<file path="config.mk">
export PLATFORM = sky130hd
export DESIGN_NAME = unified_mem_arbiter
export DESIGN_NICKNAME = d
export VERILOG_FILES = /design/src/rtl/mem_arb_pkg.sv /design/src/rtl/mem_arb_perf_cnt.sv /design/src/rtl/unified_mem_arbiter.sv
export SDC_FILE = /design/constraint.sdc
export NUM_CORES = 1
export LEC_CHECK = 0
export ABC_AREA = 1
export CORE_ASPECT_RATIO = 1.75
export CORE_MARGIN = 5
export CORE_UTILIZATION = 40
export CTS_CLUSTER_SIZE = 14
export DETAILED_ROUTE_END_ITERATION = 6
export GPL_TIMING_DRIVEN = 0
export PLACE_DENSITY = 0.76
export SLEW_MARGIN = 10
export SYNTH_ARGS = -nofsm -noshare
export SYNTH_HDL_FRONTEND = slang
export SYNTH_SLANG_ARGS = --single-unit
</file>
<file path="constraint.sdc">
create_clock -name clk -period 2.75 [get_ports clk]
set_clock_uncertainty 0.1 [all_clocks]
set_input_delay 0.4125 -clock clk [delete_from_list [all_inputs] [get_ports clk]]
set_output_delay 0.4125 -clock clk [all_outputs]
set_load 0.05 [all_outputs]
</file>
<file path="src/rtl/mem_arb_pkg.sv">
// Shared types and constants for the unified instruction/data memory arbiter.
package mem_arb_pkg;

  typedef enum logic [1:0] {
    IDLE,
    CMD,
    WAIT,
    ACK
  } arb_state_t;

  typedef enum logic {
    GNT_FETCH,
    GNT_DATA
  } grant_t;

  localparam logic [2:0] F3_LB  = 3'b000;
  localparam logic [2:0] F3_LH  = 3'b001;
  localparam logic [2:0] F3_LW  = 3'b010;
  localparam logic [2:0] F3_LBU = 3'b100;
  localparam logic [2:0] F3_LHU = 3'b101;

  localparam int LAT_CNT_W = 4;

endpackage

</file>
<file path="src/rtl/mem_arb_perf_cnt.sv">
// 32-bit saturating event counter used for the arbiter's stall statistics.
module mem_arb_perf_cnt (
  input  logic        clk,
  input  logic        reset,
  input  logic        inc,
  output logic [31:0] count
);

  always_ff @(posedge clk) begin
    if (reset) begin
      count <= '0;
    end else if (inc && (count != 32'hFFFF_FFFF)) begin
      count <= count + 32'd1;
    end
  end

endmodule

</file>
<file path="src/rtl/unified_mem_arbiter.sv">
// Shares one memory port between instruction fetch and load/store, data first with anti-starvation.
// Define ARB_PERF_CNT_EN to add saturating stall-cycle counters on extra output ports.
module unified_mem_arbiter
  import mem_arb_pkg::*;
#(
  parameter int ADDR_W          = 8,
  parameter int MEM_LATENCY     = 1,
  parameter int MAX_DATA_STREAK = 4
) (
  input  logic              clk,
  input  logic              reset,
  input  logic              if_req,
  input  logic [ADDR_W-1:0] if_addr,
  input  logic              if_flush,
  output logic              if_ack,
  output logic [31:0]       if_rdata,
  output logic              if_stall,
  input  logic              dm_req,
  input  logic              dm_we,
  input  logic [ADDR_W-1:0] dm_addr,
  input  logic [31:0]       dm_wdata,
  input  logic [2:0]        dm_func3,
  output logic              dm_ack,
  output logic [31:0]       dm_rdata,
  output logic              dm_stall,
  output logic              mem_read,
  output logic              mem_write,
  output logic [ADDR_W-1:0] mem_addr,
  output logic [31:0]       mem_wdata,
  output logic [2:0]        mem_func3,
  input  logic [31:0]       mem_rdata
`ifdef ARB_PERF_CNT_EN
  ,
  output logic [31:0]       perf_if_stall_cyc,
  output logic [31:0]       perf_dm_stall_cyc
`endif
);

  localparam int STREAK_W = $clog2(MAX_DATA_STREAK + 2);
  localparam logic [STREAK_W-1:0] STREAK_MAX = STREAK_W'(MAX_DATA_STREAK);
  localparam logic [LAT_CNT_W-1:0] LAT_LOAD = LAT_CNT_W'(MEM_LATENCY);
  localparam logic [LAT_CNT_W-1:0] LAT_ONE  = LAT_CNT_W'(1);

  arb_state_t           state;
  arb_state_t           state_next;
  grant_t               grant_q;
  logic [ADDR_W-1:0]    addr_q;
  logic [31:0]          wdata_q;
  logic [2:0]           func3_q;
  logic                 we_q;
  logic                 flushed_q;
  logic [LAT_CNT_W-1:0] lat_cnt;
  logic [STREAK_W-1:0]  streak;
  logic [31:0]          if_rdata_q;
  logic [31:0]          dm_rdata_q;

  logic fetch_cand;
  logic any_cand;
  logic fetch_wins;
  logic fetch_killed;
  logic lat_done;

  // A flushed fetch drops its candidacy for this cycle; a waiting fetch is forced once the data streak is full.
  assign fetch_cand   = if_req & ~if_flush;
  assign any_cand     = fetch_cand | dm_req;
  assign fetch_wins   = fetch_cand & (~dm_req | (streak == STREAK_MAX));
  assign fetch_killed = (grant_q == GNT_FETCH) & (flushed_q | if_flush);
  assign lat_done     = (lat_cnt == LAT_ONE);

  always_ff @(posedge clk) begin
    if (reset) begin
      state <= IDLE;
    end else begin
      state <= state_next;
    end
  end

  always_comb begin
    state_next = state;
    case (state)
      IDLE:    if (any_cand) state_next = CMD;
      CMD:     state_next = WAIT;
      WAIT:    if (lat_done) state_next = fetch_killed ? IDLE : ACK;
      ACK:     state_next = IDLE;
      default: state_next = IDLE;
    endcase
  end

  always_comb begin
    mem_read  = 1'b0;
    mem_write = 1'b0;
    if_ack    = 1'b0;
    dm_ack    = 1'b0;
    if (!reset) begin
      case (state)
        CMD: begin
          mem_read  = ~we_q;
          mem_write = we_q;
        end
        ACK: begin
          if_ack = (grant_q == GNT_FETCH);
          dm_ack = (grant_q == GNT_DATA);
        end
        default: ;
      endcase
    end
  end

  // Command latch, latency countdown, flush tracking and read-data capture.
  always_ff @(posedge clk) begin
    if (reset) begin
      grant_q    <= GNT_FETCH;
      addr_q     <= '0;
      wdata_q    <= '0;
      func3_q    <= '0;
      we_q       <= 1'b0;
      flushed_q  <= 1'b0;
      lat_cnt    <= '0;
      streak     <= '0;
      if_rdata_q <= '0;
      dm_rdata_q <= '0;
    end else begin
      case (state)
        IDLE: begin
          if (any_cand) begin
            flushed_q <= 1'b0;
            if (fetch_wins) begin
              grant_q <= GNT_FETCH;
              addr_q  <= if_addr;
              wdata_q <= '0;
              func3_q <= F3_LW;
              we_q    <= 1'b0;
              streak  <= '0;
            end else begin
              grant_q <= GNT_DATA;
              addr_q  <= dm_addr;
              wdata_q <= dm_wdata;
              func3_q <= dm_func3;
              we_q    <= dm_we;
              if (!if_req) begin
                streak <= '0;
              end else if (streak != STREAK_MAX) begin
                streak <= streak + STREAK_W'(1);
              end
            end
          end
        end
        CMD: begin
          lat_cnt <= LAT_LOAD;
          if ((grant_q == GNT_FETCH) && if_flush) flushed_q <= 1'b1;
        end
        WAIT: begin
          if ((grant_q == GNT_FETCH) && if_flush) flushed_q <= 1'b1;
          if (lat_done) begin
            if (grant_q == GNT_FETCH) begin
              if (!fetch_killed) if_rdata_q <= mem_rdata;
            end else if (!we_q) begin
              dm_rdata_q <= mem_rdata;
            end
          end else begin
            lat_cnt <= lat_cnt - LAT_ONE;
          end
        end
        default: ;
      endcase
    end
  end

  assign if_rdata  = if_rdata_q;
  assign dm_rdata  = dm_rdata_q;
  assign if_stall  = if_req & ~if_ack;
  assign dm_stall  = dm_req & ~dm_ack;
  assign mem_addr  = addr_q;
  assign mem_wdata = wdata_q;
  assign mem_func3 = func3_q;

`ifdef ARB_PERF_CNT_EN
  mem_arb_perf_cnt u_if_stall_cnt (
    .clk   (clk),
    .reset (reset),
    .inc   (if_stall),
    .count (perf_if_stall_cyc)
  );

  mem_arb_perf_cnt u_dm_stall_cnt (
    .clk   (clk),
    .reset (reset),
    .inc   (dm_stall),
    .count (perf_dm_stall_cyc)
  );
`endif

endmodule

</file>
==> flow_summary.toml, run 1 <==
[drt]
drt_iter0_markers = 158
drc = 0
drt-wirelength-per-cell_um = 14.9
viasPerCell = 4.85
antenna_left = 0
drtPass1Iterations = 5
routed_wl_mm = 14.5
dr_total_vias = 4735

[clock_network]
cts_buffer_depth = 2
post_cts_buffers = 0
cts_sinks = 119
cts_buffers = 17
htreeDepth = 4
clk_latency_ns = 0.40
cts_tree = "yes"
cts-root-buf = "clkbuf_16"
path_clk_slew_ns = 0.05

[final_layout]
regArea_mm2 = 0.00238
final_nets = 927
n_antenna_cell = 0
final_util_pct = 63.8
area_growth_pct = 58.8
final_cells = 976
fillCellCount = 985
drive_gt1_share_pct = 6.18
multi_input_area_mm2 = 0.00193

[place]
dp.cells = 946
io_buffers = 200
gp_congestion = 0.844
dp_hpwl_mm = 11.5

[pwr]
clockPowerShare_pct = 32.0
p_comb_share_pct = 34.3
leakage_nw = 2.93
p_int_mw = 3.96
p_seq_share_pct = 33.7
powerDensity_mw_per_mm2 = 850
p_sw_mw = 2.25
p_sw_share_pct = 36.2
peakVddDrop_mv = 0.571

[sta]
worst_pin_slew_ns = 0.558
finalCritPeriodShare_pct = 96.9
max_clock_freq_mhz = 375
finalSetupViolCount = 0
period_needed_ns = 2.66
rsz0062_at_grt = "false"
final_hold_viol_count = 0
slew_headroom_pct = 62.7
finalMaxSlewViolations = 0

[floorplan]
io_pins = 202
dieArea_mm2 = 0.0138
core_area_mm2 = 0.0115
die_h_um = 152
die_w_um = 91.1
start_util_pct = 40.2
rows = 52

[yosys]
async_reset_ff_share_pct = 0
synth_cell_types = 23
syn_area_per_cell_um2 = 7.53
ys_ff_latch = 119
synth_warnings = 0
synth-main-ff-cell = "dfxtp_1"
syn_inst = 611
syn-num-nets = 708
synth.largest_area_cell = "dfxtp_1"
netlist_area_mm2 = 0.00460
synth_edf_count = 0
ys_seq_area_share_pct = 51.8
synth.area.top_cells = "dfxtp_1, nor2_1, nand2_1"
synth_top_cell_area_share_pct = 51.8

[worst_setup_path]
reg2reg_from = "state[0]"
rrSetupSlack_ns = 0.89
path_max_fanout = 4
cp-endpoint = "dm_ack"
arrival_ns = 2.15
cp-startpoint = "state[0]"
critical_path_class = "reg -> out"
rr_endpoint = "dm_rdata[28]"
crit_required_ns = 2.24
cp-end-kind = "primary output"
crit_path_start_kind = "flop"
reg2regPathDepth = 6

[hold_path]
worst_hold_path_type = "reg -> reg"

[run]
drv_cap = 0

[global_route]
grt_usage_pct = 20.5
grt_pass1_vias = 4878
grt_max_degree = 17
gr-total-overflow = 0
grt_pass1_wl_mm = 23.1
antenna_found_initial = 0

[status]
status = "finished clean"
repair_timing:
item                                    4_1_cts  5_1_grt
resized for setup                             0        2
endpoints found under the setup margin        0        2
hold buffers                                  0        0
cell usage after synthesis, types with 4 or more instances:
cell,instances
nand2_1,137
buf_6,7
clkbuf_1,19
ha_1,8
buf_2,4
nor2_1,141
inv_1,21
dfxtp_1,119
buf_4,4
nand3_1,12
o21ai_0,67
a21oi_1,54
how the worst min path moves through the flow:
stage                       start            end  cells past startpoint
finish              mem_wdata[13]  mem_wdata[13]                      2
global route        mem_wdata[13]  mem_wdata[13]                      2
global placement    mem_wdata[15]  mem_wdata[15]                      2
CTS                 mem_wdata[20]  mem_wdata[20]                      2
floorplan              lat_cnt[1]     lat_cnt[1]                      2
detailed placement  mem_wdata[13]  mem_wdata[13]                      2
cell usage in the layout, fill, tap and decap left out:
cell | Yosys | final
clkbuf_8 | 0 | 1
ha_1 | 8 | 8
clkdlybuf4s50_1 | 0 | 198
nor2_2 | 1 | 1
nor2_4 | 2 | 2
or2_2 | 1 | 1
xor2_1 | 1 | 1
buf_6 | 7 | 7
inv_2 | 3 | 3
nand3_1 | 12 | 12
clkbuf_1 | 19 | 21
buf_2 | 4 | 4
nor3_1 | 3 | 3
nor2_1 | 141 | 141
clkinv_1 | 1 | 1
o21ai_1 | 3 | 3
o21ai_4 | 1 | 1
o21ai_0 | 67 | 67
dfxtp_1 | 119 | 119
dlymetal6s2s_1 | 0 | 2
nor2_8 | 1 | 1
nand4_1 | 1 | 1
nand2_1 | 137 | 137
clkinvlp_4 | 0 | 3
inv_1 | 21 | 21
bufinv_16 | 0 | 1
clkinv_2 | 0 | 6
a21oi_1 | 54 | 54
buf_4 | 4 | 4
clkbuf_16 | 0 | 17
layer usage:
metal	vias to the layer above	routed length, um	track usage, %	part of all wire (%)
met5	-	0	0	0
met4	0	384	10.3	2.6
met3	24	1180	7.52	8.1
met2	196	7960	39.1	55
met1	2124	4990	18.0	34
li1	2391	-	-	-
worst max-delay path, stage by stage, from the launching register on:
cell             delay [ns]
dfxtp_1                0.38
ha_1                   0.16
nand2_1                0.08
nor2_1                 0.26
clkdlybuf4s50_1        0.87
flip-flops by register name, indices dropped and copies added, names as in the netlist:
register,flops
dm_rdata,32
flushed_q,1
mem_wdata,32
lat_cnt,4
grant_q,1
we_q,1
mem_addr,8
state,2
mem_func3,3
if_rdata,32
streak,3
per-stage QoR:
| stage | area, um^2 | power, mW | setup TNS (ns) | setup slack [ns] | hold slack [ns] |
|---|---|---|---|---|---|
| global route | 7310 | 6.51 | 0 | 0.0338 | 0.376 |
| detailed placement | 6770 | 4.26 | -0.00854 | -0.00854 | 0.354 |
| CTS | 7300 | 6.26 | 0 | 0.00971 | 0.363 |
| floorplan | 4600 | 3.53 | 0 | 0.370 | 0.341 |
| finish | 7310 | 6.21 | 0 | 0.0861 | 0.361 |
| global placement | 6770 | 4.20 | 0 | 0.0326 | 0.349 |
power by group through the flow:
| stage | registers (mW) | clock network (mW) | logic, mW |
|---|---|---|---|
| 3_5_place_dp | 2.13 | 0 | 2.14 |
| 2_1_floorplan | 2.71 | 0 | 0.828 |
| 4_1_cts | 2.09 | 2.02 | 2.15 |
| 3_3_place_gp | 2.11 | 0 | 2.09 |
| 5_1_grt | 2.12 | 2.10 | 2.29 |
| 6_report | 2.09 | 1.98 | 2.13 |
area by class of cell:
cell class	instances	area share, %
flip-flops and latches	119	32.6
repair buffers	200	27.5
multi-input cells	433	26.4
clock buffers	20	6.11
plain buffers	34	2.74
well taps	135	2.31
inverters	25	1.28
clock inverters	10	1.13
kinds of logic after synthesis:
logic type | count (synthesis) | synth area share (%)
AOI/OAI and AO/OA | 125 | 13.8
xor gates and xnor gates | 1 | 0.190
adders and majority gates | 8 | 2.18
buffers and inverters | 59 | 6.39
DFF | 119 | 51.8
and+or+nand+nor | 299 | 25.6
(Power assumes the default switching activity.)
==> run 2, diff against run 1 <==
--- a/config.mk
+++ b/config.mk
@@ -7,7 +7,7 @@
 export LEC_CHECK = 0
 export ABC_AREA = 1
 export CORE_ASPECT_RATIO = 1.75
-export CORE_MARGIN = 5
+export CORE_MARGIN = 3
 export CORE_UTILIZATION = 40
 export CTS_CLUSTER_SIZE = 14
 export DETAILED_ROUTE_END_ITERATION = 6
==> run 2 against run 1 <==
Effect of this change:
- combinational power hardly changed
- non-clock buffer count stayed put
- largest power group is now the clock network
- sequential share of layout area is 0.46 points lower
- count of clock-buffer cells in the layout is 5 higher
- sequential power hardly changed
- worst hold slack worse by 0.0014 ns
- wire length is 2.9% lower
- maximum frequency is 4.1% higher
==> flow_summary.toml, run 2 (synthesis results as in run 1) <==
[sta]
finalCritPeriodShare_pct = 93.1
period_needed_ns = 2.56
setup_tns_ns = 0
rsz0062_at_grt = "false"
finalSetupViolCount = 0
max_clock_freq_mhz = 391
slew_headroom_pct = 62.3
final_hold_viol_count = 0
worst_pin_slew_ns = 0.566
finalMaxSlewViolations = 0

[floorplan]
start_util_pct = 41.2
die_h_um = 148
die_w_um = 87.1
io_pins = 202
dieArea_mm2 = 0.0129
core_area_mm2 = 0.0112
rows = 51

[hold_path]
worst_hold_path_type = "reg -> reg"

[worst_setup_path]
crit_required_ns = 2.24
timing.critical_path.mode_cell = "inv_1"
cp_slowest_cell = "clkdlybuf4s50_1"
crit_path_start_kind = "flop"
cp_num_buf_inv = 3
path_max_fanout = 4
path_cells = "inv_1 > ha_1 > inv_1 > nor3_1 > clkdlybuf4s50_1"
critical_path_class = "reg -> out"
arrival_ns = 2.05
cpPeakStageDelay_ns = 0.85
cp-end-kind = "primary output"
critical_path.top_delay_family = "buffers and inverters"

[global_route]
groute.layer.met2.usage_pct = 41.5
grt_pass1_vias = 4760
gr-total-overflow = 0
antenna_found_initial = 0
grt_pass1_wl_mm = 21.9
busiest_layer = "met2"
grt_max_degree = 17
grtUsageMet3_pct = 8.53
grt_usage_pct = 21.5
met1_usage_pct = 19.7

[place]
io_buffers = 200
gp_congestion = 0.830
dp_hpwl_mm = 11.1

[pwr]
p_int_mw = 4.34
p_sw_mw = 2.23
p_seq_share_pct = 31.9
powerDensity_mw_per_mm2 = 886
peakVddDrop_mv = 0.590
clockPowerShare_pct = 35.7
leakage_nw = 3.00
p_comb_share_pct = 32.4
p_sw_share_pct = 34.0

[final_layout]
regArea_mm2 = 0.00238
multi_input_area_mm2 = 0.00193
fillCellCount = 929
final_util_pct = 66.4
n_antenna_cell = 0
final_nets = 927
drive_gt1_share_pct = 6.17
final_cell_mix = "clkdlybuf4s50_1, nor2_1, nand2_1"
area_growth_pct = 61.1
final_common_cell = "clkdlybuf4s50_1"

[clock_network]
cts-root-buf = "clkbuf_16"
cts_buffers = 17
cts_sinks = 119
cts_buffer_depth = 2
clk_latency_ns = 0.40
cts_tree = "yes"
htreeDepth = 4
path_clk_slew_ns = 0.05

[run]
drv_cap = 0

[drt]
viasPerCell = 4.82
drt-wirelength-per-cell_um = 14.5
drt_iter0_markers = 110
dr_total_vias = 4700
antenna_left = 0
drc = 0
routed_wl_mm = 14.1
drtPass1Iterations = 4

[status]
status = "finished clean"
## run 2: cell types whose count changed in the layout (fill, tap and decap cells not counted)
cell	delta
clkinv_2	-5
bufinv_16	+3
clkbuf_8	+3
clkbuf_1	+2
clkdlybuf4s50_1	-1
clkinvlp_4	-1
dlymetal6s2s_1	+1
## run 2: worst paths after layout
check                              startpoint             to  slack [ns]  depth (start not counted)
worst min-delay path            mem_wdata[12]  mem_wdata[12]        0.36                          2
worst max register to register     lat_cnt[1]   dm_rdata[19]        0.86                          8
worst min register to register  mem_wdata[12]  mem_wdata[12]        0.36                          2
worst max-delay path                 state[1]      mem_write        0.19                          5
## run 2: routing by layer
metal | up-vias | share of wire (%)
met1 | 2128 | 34
li1 | 2387 | -
met4 | 0 | 1.2
met5 | - | 0
met2 | 171 | 56
met3 | 14 | 9.1
## run 2: layout make-up
cell class	count	area share, %
Clock inverter	7	1.89
Sequential cell	119	32.1
Clock buffer	25	6.68
Inverter	25	1.27
Tap cell	132	2.23
Timing Repair Buffer	200	27.1
Multi-Input combinational cell	433	26.0
Buffer	34	2.70
## run 2: worst reg2reg max path: stages, from the launching register on
cell      delay [ns]
dfxtp_1         0.32
inv_1           0.10
ha_1            0.20
nand2_1         0.07
nor2_2          0.10
nand4_1         0.23
clkbuf_1        0.30
o21ai_0         0.29
nor2_1          0.07
## run 2: timing repair
item / CTS / global route
gates resized for setup: 0 / 3
endpoints found under the setup margin: 0 / 3
hold buffers: 0 / 0
buffers inserted: 0 / 0
## run 2: power by group through the flow
stage	Sequential (mW)	Clock (mW)	Combinational [mW]
after detailed placement	2.12	0	2.13
after global routing	2.12	2.45	2.29
final	2.09	2.34	2.13
after global placement	2.11	0	2.09
after CTS	2.09	2.38	2.14
after floorplan	2.71	0	0.828
## run 2: per-stage QoR
stage | instances | hold WS [ns] | setup slack, ns | area [um^2] | total power, mW
2_1_floorplan | 611 | 0.341 | 0.370 | 4600 | 3.53
3_3_place_gp | 943 | 0.350 | 0.0796 | 6770 | 4.20
3_5_place_dp | 943 | 0.353 | 0.0898 | 6770 | 4.26
4_1_cts | 975 | 0.361 | 0.0801 | 7400 | 6.62
5_1_grt | 975 | 0.381 | 0.00659 | 7410 | 6.86
6_report | 975 | 0.360 | 0.191 | 7410 | 6.57
==> run 3, diff against run 2 <==
--- a/config.mk
+++ b/config.mk
@@ -5,14 +5,14 @@
 export SDC_FILE = /design/constraint.sdc
 export NUM_CORES = 1
 export LEC_CHECK = 0
-export ABC_AREA = 1
+export ABC_AREA = 0
 export CORE_ASPECT_RATIO = 1.75
 export CORE_MARGIN = 3
-export CORE_UTILIZATION = 40
+export CORE_UTILIZATION = 34
 export CTS_CLUSTER_SIZE = 14
 export DETAILED_ROUTE_END_ITERATION = 6
 export GPL_TIMING_DRIVEN = 0
-export PLACE_DENSITY = 0.76
+export PLACE_DENSITY = 0.66
 export SLEW_MARGIN = 10
 export SYNTH_ARGS = -nofsm -noshare
 export SYNTH_HDL_FRONTEND = slang
==> run 3 against run 2 <==
Effect of this change:
- worst hold slack lost 0.0067 ns
- first-iteration DRC count grew 45%
- count of clock-buffer cells in the layout shrank 6
- synthesized cell count shrank 13%
- area after synthesis shrank 0.98%
- wire length grew 1.4%
- core utilization shrank 10 points
- maximum frequency shrank 1.4%
- die area grew 16%
- via count shrank 4.7%
- sequential share of layout area grew 0.32 points
- critical path type unchanged
==> flow_summary.toml, run 3 <==
[global_route]
grt_pass1_wl_mm = 22.7
grt_usage_pct = 19.3
grt_max_degree = 17
gr-total-overflow = 0
grt_pass1_vias = 4602
antenna_found_initial = 0

[worst_setup_path]
cpPeakStageDelay_ns = 0.82
cp_slowest_cell = "clkdlybuf4s50_1"
path_max_fanout = 5
arrival_ns = 2.08
critical_path_class = "reg -> out"
rrSetupSlack_ns = 0.72
crit_required_ns = 2.24
critical_path.top_delay_family = "buffers and inverters"
cp-end-kind = "primary output"
crit_path_start_kind = "flop"
cp_num_buf_inv = 1
path_cells = "ha_1 > nor3b_2 > nor2b_1 > clkdlybuf4s50_1"

[yosys]
synth_warnings = 0
async_reset_ff_share_pct = 0
syn_area_per_cell_um2 = 8.61
synth.area.top_cells = "dfxtp_1, nand2_1, a21oi_1"
syn-num-nets = 626
synth_cell_types = 46
synth_top_cell_area_share_pct = 52.3
syn_inst = 529
netlist_area_mm2 = 0.00456
yosys-top-cells-count = "nand2_1, dfxtp_1, a21oi_1"
ys_ff_latch = 119
yosysMostFrequentCell = "nand2_1"
synth.largest_area_cell = "dfxtp_1"
synth_edf_count = 0
ys_seq_area_share_pct = 52.3
synth-main-ff-cell = "dfxtp_1"

[floorplan]
core_area_mm2 = 0.0130
die_w_um = 93.5
die_h_um = 159
start_util_pct = 35.0
io_pins = 202
rows = 55
dieArea_mm2 = 0.0149

[clock_network]
cts_sinks = 119
cts-root-buf = "clkbuf_16"
cts_tree = "yes"
cts_buffers = 17
post_cts_buffers = 0
htreeDepth = 4
clk_latency_ns = 0.41
path_clk_slew_ns = 0.05
cts_buffer_depth = 2

[run]
drv_cap = 0

[pwr]
leakage_nw = 2.65
powerDensity_mw_per_mm2 = 798
peakVddDrop_mv = 0.552

[sta]
max_clock_freq_mhz = 385
finalMaxSlewViolations = 0
period_needed_ns = 2.60
final_hold_viol_count = 0
setup_tns_ns = 0
finalCritPeriodShare_pct = 94.4
layout_setup_ws_ns = 0.155
finalSetupViolCount = 0
worst_pin_slew_ns = 0.622
rsz0062_at_grt = "false"
slew_headroom_pct = 58.5

[drt]
drt-wirelength-per-cell_um = 15.4
drc = 0
drt_iter0_markers = 159
drtPass1Iterations = 4
antenna_left = 0
viasPerCell = 4.82
routed_wl_mm = 14.3
dr_total_vias = 4480

[place]
dp_worst_setup_slack_ns = 0.118
io_buffers = 198
dp_hpwl_mm = 10.9
gp_congestion = 0.803

[status]
status = "finished clean"

[final_layout]
multi_input_area_mm2 = 0.00195
area_growth_pct = 61.0
n_antenna_cell = 0
fillCellCount = 1196
final_nets = 843
drive_gt1_share_pct = 8.83
final_common_cell = "clkdlybuf4s50_1"
final_util_pct = 56.4
final_cell_mix = "clkdlybuf4s50_1, nand2_1, dfxtp_1"
regArea_mm2 = 0.00238

[hold_path]
worst_hold_path_type = "reg -> reg"
==> run 3: metal layers <==
metal  share of wire (%)  track usage, %  wire (um)
met1                  36            19.2       5150
met2                  54            35.6       7760
met3                 8.4            7.61       1200
met4                 1.3            6.34        179
met5                   0               0          0
==> run 3: final timing paths <==
kind	start	to	depth (start not counted)
max	state[0]	if_stall	4
min	dm_rdata[25]	dm_rdata[25]	2
max reg2reg	state[0]	dm_rdata[6]	9
min reg2reg	dm_rdata[25]	dm_rdata[25]	2
==> run 3: stage by stage <==
stage | hold WS (ns) | area [um^2] | std cells | power, mW
floorplan | 0.358 | 4560 | 529 | 3.17
global placement | 0.342 | 6760 | 898 | 3.74
detailed placement | 0.348 | 6760 | 898 | 3.78
CTS | 0.355 | 7330 | 930 | 5.92
global route | 0.370 | 7340 | 930 | 6.13
finish | 0.353 | 7340 | 930 | 5.86
==> run 3: final cells by class <==
type                    instances  area share, %
flip-flops and latches        119           32.5
well taps                     171           2.92
inverters                       7          0.358
plain buffers                  41           2.83
multi-input cells             362           26.5
repair buffers                198           27.1
clock buffers                  19           6.17
clock inverters                13           1.65
==> run 3: cells by family (layout without fill, tap and decap cells) <==
family | count (synthesis) | count (layout) | synth area share [%]
flip-flops | 119 | 119 | 52.3
buffers and inverters | 48 | 278 | 5.13
AND/OR/NAND/NOR | 215 | 215 | 20.7
multiplexers | 10 | 10 | 2.22
adder cells (fa/ha/maj) | 8 | 8 | 2.20
AO/OA/AOI/OAI | 128 | 128 | 17.3
XOR/XNOR | 1 | 1 | 0.192
==> run 3: power by group <==
| part | internal [mW] | total [mW] | switching [mW] |
|---|---|---|---|
| clock network | 1.30 | 2.12 | 0.824 |
| logic | 0.655 | 1.73 | 1.07 |
| registers | 1.90 | 2.01 | 0.108 |
==> run 3: timing repair <==
item                                    CTS  global route
gates cloned                              0             0
endpoints found under the setup margin    1             3
hold buffers                              0             0
gates resized for setup                   1             3
==> run 3: worst register-to-register path, stage by stage (launching register included) <==
cell,delay [ns]
dfxtp_1,0.35
inv_1,0.10
ha_1,0.14
buf_4,0.16
nand4bb_4,0.14
or3b_1,0.38
clkbuf_1,0.17
buf_2,0.21
nand2_1,0.08
a21oi_1,0.06
==> variant 1, RTL diff (settings of run 1) <==
The option `ARB_PERF_CNT_EN` is turned on by a define.
--- a/src/rtl/unified_mem_arbiter.sv
+++ b/src/rtl/unified_mem_arbiter.sv
@@ -2,2 +2,4 @@
 // Define ARB_PERF_CNT_EN to add saturating stall-cycle counters on extra output ports.
+`define ARB_PERF_CNT_EN
+
 module unified_mem_arbiter
Function (old outputs only; new: perf_dm_stall_cyc and perf_if_stall_cyc): kept (Yosys induction, for registers that start in step).
==> variant 1 against run 1 <==
- sequential share of layout area is 1.7 points lower
- synthesized cell count is 98% higher
- final area is 62% higher
- sequential power is 41% higher
- synthesized area is 81% higher
- sequential cell count is 64 higher
- first-iteration DRC count grew to 2.9 times the old value
- power is 16% higher
- worst hold slack better by 0.0080 ns
- non-clock buffer count is 82 higher
- worst setup slack better by 0.0031 ns
- combinational power is 17% lower
- wire length is 95% higher
- critical endpoint unchanged
- largest power group is now registers
==> variant 1: results (changes against run 1) <==
Run status
  • Status: completed

Logic synthesis
  • Compound-gate portion of the synthesized area: 0.1247 (-0.01369)
  • Async SR Flop Fraction: 0 (unchanged)
  • Post-Synth Adder-Cell Area: 0.01502 (-0.006727)
  • Syn nets: 1,306 (+84%)
  • Post-synthesis xor/xnor area fraction: 0.003155 (+0.001252)
  • Commonest cells in the synthesized netlist: nor2_1 (349), nand2_1 (206), dfxtp_1 (183), inv_1 (85), o21ai_0 (82)
  • Synthesized instance count: 1,207 (+98%)
  • Area contributors post-synth: dfxtp_1 (44%), nor2_1 (16%), nand2_1 (9.3%)

Timing
  • Final setup margin: 0.08917 ns (+0.003080 ns)
  • Measured slew at the worst slew-check pin: 0.6772 ns (+0.1189 ns)
  • WHS: 0.3689 ns (+0.008006 ns)

Critical path
  • R2R Path End: u_dm_stall_cnt.count[26]$_SDFFE_PP0P_
  • Worst R2R Path Depth: 10 (+4)
  • Critical-path maximum fanout: 5 (+1)
  • Reg2Reg Setup Slack: 0.64 ns (-0.25 ns)

Route
  • DR vias: 8,857 (+87%)
  • Iteration-0 DRC Markers: 461 (+190%)
  • Met2 wire len: 14,850 um (+86%)
  • Routed len/inst: 16.14 um (+8.5%)
  • Met3 WL: 1258 um (+6.4%)

Power
  • Cell Int Power: 4.829 mW (+22%)
  • Leakage Power: 4.535 nW (+55%)
  • Max IR drop VDD: 621.6 uV (+8.9%)

Placement
  • PortBufs: 264 (+32%)
  • GP Congestion: 0.9441 (+12%)
  • Setup WS pre-CTS: -0.08463 ns (-0.07609 ns)
  • DP Wirelength: 22,020 um (+91%)
  • DP Area: 11,290 um^2 (+67%)

Worst hold path
  • Min-Delay Startpoint: mem_addr[7]$_SDFFE_PP0P_
  • Min-Delay Endpoint: mem_addr[7]$_SDFFE_PP0P_

GRT
  • First-pass GRT wire length: 44,730 um (+94%)
  • Met3 GRT Util: 0.04624 (-0.02897)
  • Initial antenna violation count: 1 (+1)
  • Met2 global-route usage: 0.4236 (+0.03306)
  • GR Util met1: 0.2462 (+0.06584)
  • Vias in the first global route: 8,686 (+78%)

Layout
  • Multi-input gate area: 4036 um^2 (+110%)
  • Nets: 1,589 (+71%)
  • Layout cell share with drive strength beyond 1: 0.06458 (+0.002749)
  • Fill cells: 1,955 (+98%)

CTS
  • Worst-Skew Late Latency: 0.44 ns (+0.04 ns)
  • Clk pin slew, worst setup/hold paths: 0.07 ns (+0.02 ns)
variant 1: kinds of logic after synthesis:
group	Yosys count
compound gates	186
flops	183
xor+xnor	3
buf+inv	144
fa+ha+maj	10
simple gates	681
variant 1: final cells by class:
class	count	area share
multi-input combinational	880	0.3402
sequential	183	0.3087
timing repair buffer	264	0.2222
clock buffer	18	0.03701
inverter	92	0.02931
tap	252	0.02657
buffer	52	0.02362
clock inverter	13	0.01223
antenna	1	0.0002109
variant 1: what timing repair did:
item / CTS / global route
setup endpoints to repair: 2 / 1
pin swaps: 0 / 0
hold buffers: 0 / 0
gates resized for setup: 3 / 1
variant 1: power by group through the flow:
stage                     clock (mW)  sequential, mW  combinational (mW)
final                           2.48            2.95                1.77
after CTS                       2.53            2.95                1.78
after floorplan                    0            3.46               0.696
after global routing            2.62            2.97                1.92
after global placement             0            3.00                1.74
after detailed placement           0            3.01                1.77
==> variant 2, RTL diff (config.mk and constraints of run 1) <==
Without the edit above. The 4 states of `arb_state_t` get a one-hot encoding in 4 bits.
--- a/src/rtl/mem_arb_pkg.sv
+++ b/src/rtl/mem_arb_pkg.sv
@@ -3,7 +3,7 @@
 
-  typedef enum logic [1:0] {
-    IDLE,
-    CMD,
-    WAIT,
-    ACK
+  typedef enum logic [3:0] {
+    IDLE = 4'b0001,
+    CMD  = 4'b0010,
+    WAIT = 4'b0100,
+    ACK  = 4'b1000
   } arb_state_t;
Check against the original RTL: no difference found for any inputs over 4 cycles, from zero or initial values and one cycle with reset high; so few cycles prove little.
==> variant 2 against run 1 <==
- synthesized area grew 8.7%
- die area grew 7.9%
- final area grew 7.3%
- global-route usage shrank 0.18 points
- synthesized cell count grew 12%
- core utilization shrank 0.41 points
- wire length grew 3.1%
- worst setup slack gained 0.15 ns
- sequential cell count grew 2
- via count grew 5.9%
- largest cell class unchanged
Power is not compared: it rests on default switching activity, and its combinational part moved more than twofold at a synthesized area within 25%.
==> variant 2: results (changes against run 1) <==
Run status
  • Status: completed

Critical path
  • CP arrival: 2.00 ns (-0.15 ns)
  • Critical-path maximum fanout: 4 (unchanged)
  • Worst stage delay on the critical path: 0.81 ns (-0.06 ns)

GRT
  • Largest net degree at the start of global routing: 17 (unchanged)
  • Global Route Usage Sum: 0.2028 (-0.001833)
  • First-pass GRT wire length: 23,710 um (+2.8%)
  • Vias in the first global route: 4,973 (+1.9%)

Logic synthesis
  • Number of synthesized flops with an enable pin: 0 (unchanged)
  • Post-synthesis sequential area ratio: 0.4841 (-0.03355)
  • Ys Warns: 0 (unchanged)
  • Syn nets: 777 (+9.7%)
  • Ys flop type: dfxtp_1
  • Async SR Flop Fraction: 0 (unchanged)
  • Distinct cell type count after synthesis: 26 (+13%)
  • Area contributors post-synth: dfxtp_1 (48%), nand2_1 (15%), a21oi_1 (8.5%)
  • Commonest cells in the synthesized netlist: nand2_1 (202), dfxtp_1 (121), a21oi_1 (85), nor2_1 (83), inv_1 (54)

Placement
  • Setup WS pre-CTS: -0.009594 ns (-0.001059 ns)
  • GP Congestion: 0.8266 (-2.0%)
  • DP Area: 7216 um^2 (+6.5%)
  • DP Wirelength: 11,740 um (+1.8%)

Route
  • DRT Pass-1 Iters: 4 (-1)
  • Via density: 4.626 (-4.6%)
  • Routed len/inst: 13.80 um (-7.2%)
  • Iteration-0 DRC Markers: 130 (-18%)

Layout
  • Fill cells: 1,127 (+14%)
  • Layout cell share with drive strength beyond 1: 0.08406 (+0.02223)
  • Nets: 996 (+7.4%)

Power
  • Leakage Power: about 3.1 nW
  • Max IR drop VDD: 472.5 uV

CTS
  • Clk pin slew, worst setup/hold paths: 0.05 ns (about the same)
  • Worst-Skew Late Latency: 0.41 ns
  • CTS Buf Count: 17 (unchanged)

Timing
  • Measured slew at the worst slew-check pin: 0.6103 ns (+0.05189 ns)

Worst hold path
  • Min-delay worst type: reg2reg
==> variant 2: changes by cell type in the layout (fill, tap and decap cells not counted), moves of 5 or more <==
cell / change
inv_1: +33
a21oi_1: +31
o21ai_0: -62
nand3_1: +6
nand4_1: +33
nor2_2: +5
nand2_1: +65
nor2_1: -58
nand3b_1: +8
nand2_2: +11
==> variant 2: cells by family after synthesis <==
group,Yosys count,share of synthesized area
flip-flops,121,0.4841
adder cells (fa/ha/maj),4,0.01000
AND/OR/NAND/NOR,369,0.3216
buffers and inverters,99,0.09202
AO/OA/AOI/OAI,91,0.09227
==> variant 2: metal layers <==
layer | share of wire | track usage | vias up
met3 | 0.061 | 0.06277 | 31
met4 | 0.031 | 0.08190 | 0
li1 | - | - | 2606
met2 | 0.55 | 0.3882 | 152
met1 | 0.36 | 0.1971 | 2226
met5 | 0 | 0 | -
==> variant 2: power by group through the flow <==
stage | combinational (mW) | sequential [mW] | clock [mW]
2_1_floorplan | 0.329 | 2.13 | 0
5_1_grt | 0.976 | 1.89 | 2.43
3_5_place_dp | 0.910 | 1.92 | 0
4_1_cts | 0.912 | 1.88 | 2.35
6_report | 0.903 | 1.88 | 2.31
3_3_place_gp | 0.901 | 1.91 | 0
==> variant 2: cell type report <==
cell class	count	area, um^2	area share
clock inverters	13	167.7	0.02139
clock buffers	19	452.9	0.05778
repair buffers	200	2001	0.2552
inverters	60	229.0	0.02921
well taps	168	210.2	0.02682
multi-input cells	464	2121	0.2706
flip-flops and latches	121	2422	0.3090
plain buffers	39	235.2	0.03001
==> variant 2: per-stage QoR <==
step	total power, mW	hold WS [ns]	cells
after CTS	5.141	0.3629	1084
after global routing	5.300	0.3827	1084
after detailed placement	2.826	0.3534	1052
final	5.092	0.3615	1084
after global placement	2.814	0.3485	1052
after floorplan	2.460	0.3552	684
==> variant 2: tightest hold or removal path, delay by kind of cell (launching register included) <==
kind | cells | cell delay [ns]
flops | 1 | 0.30
compound gates | 1 | 0.05
simple gates | 1 | 0.06
==> variant 2: worst paths after layout <==
check,startpoint,to,slack [ns],cells after the start
worst max-delay path,state[0]$_SDFFE_PP1P_,if_ack,0.23,4
worst min-delay path,mem_addr[4]$_SDFFE_PP0P_,mem_addr[4]$_SDFFE_PP0P_,0.36,2
worst max register to register,streak[0]$_SDFFE_PP0P_,mem_wdata[24]$_SDFFE_PP0P_,0.68,10
worst min register to register,mem_addr[4]$_SDFFE_PP0P_,mem_addr[4]$_SDFFE_PP0P_,0.36,2
==> variant 2: timing repair <==
item,4_1_cts,5_1_grt
resized for setup,3,2
gates cloned,0,0
endpoints found under the setup margin,3,1
setup buffers,0,0
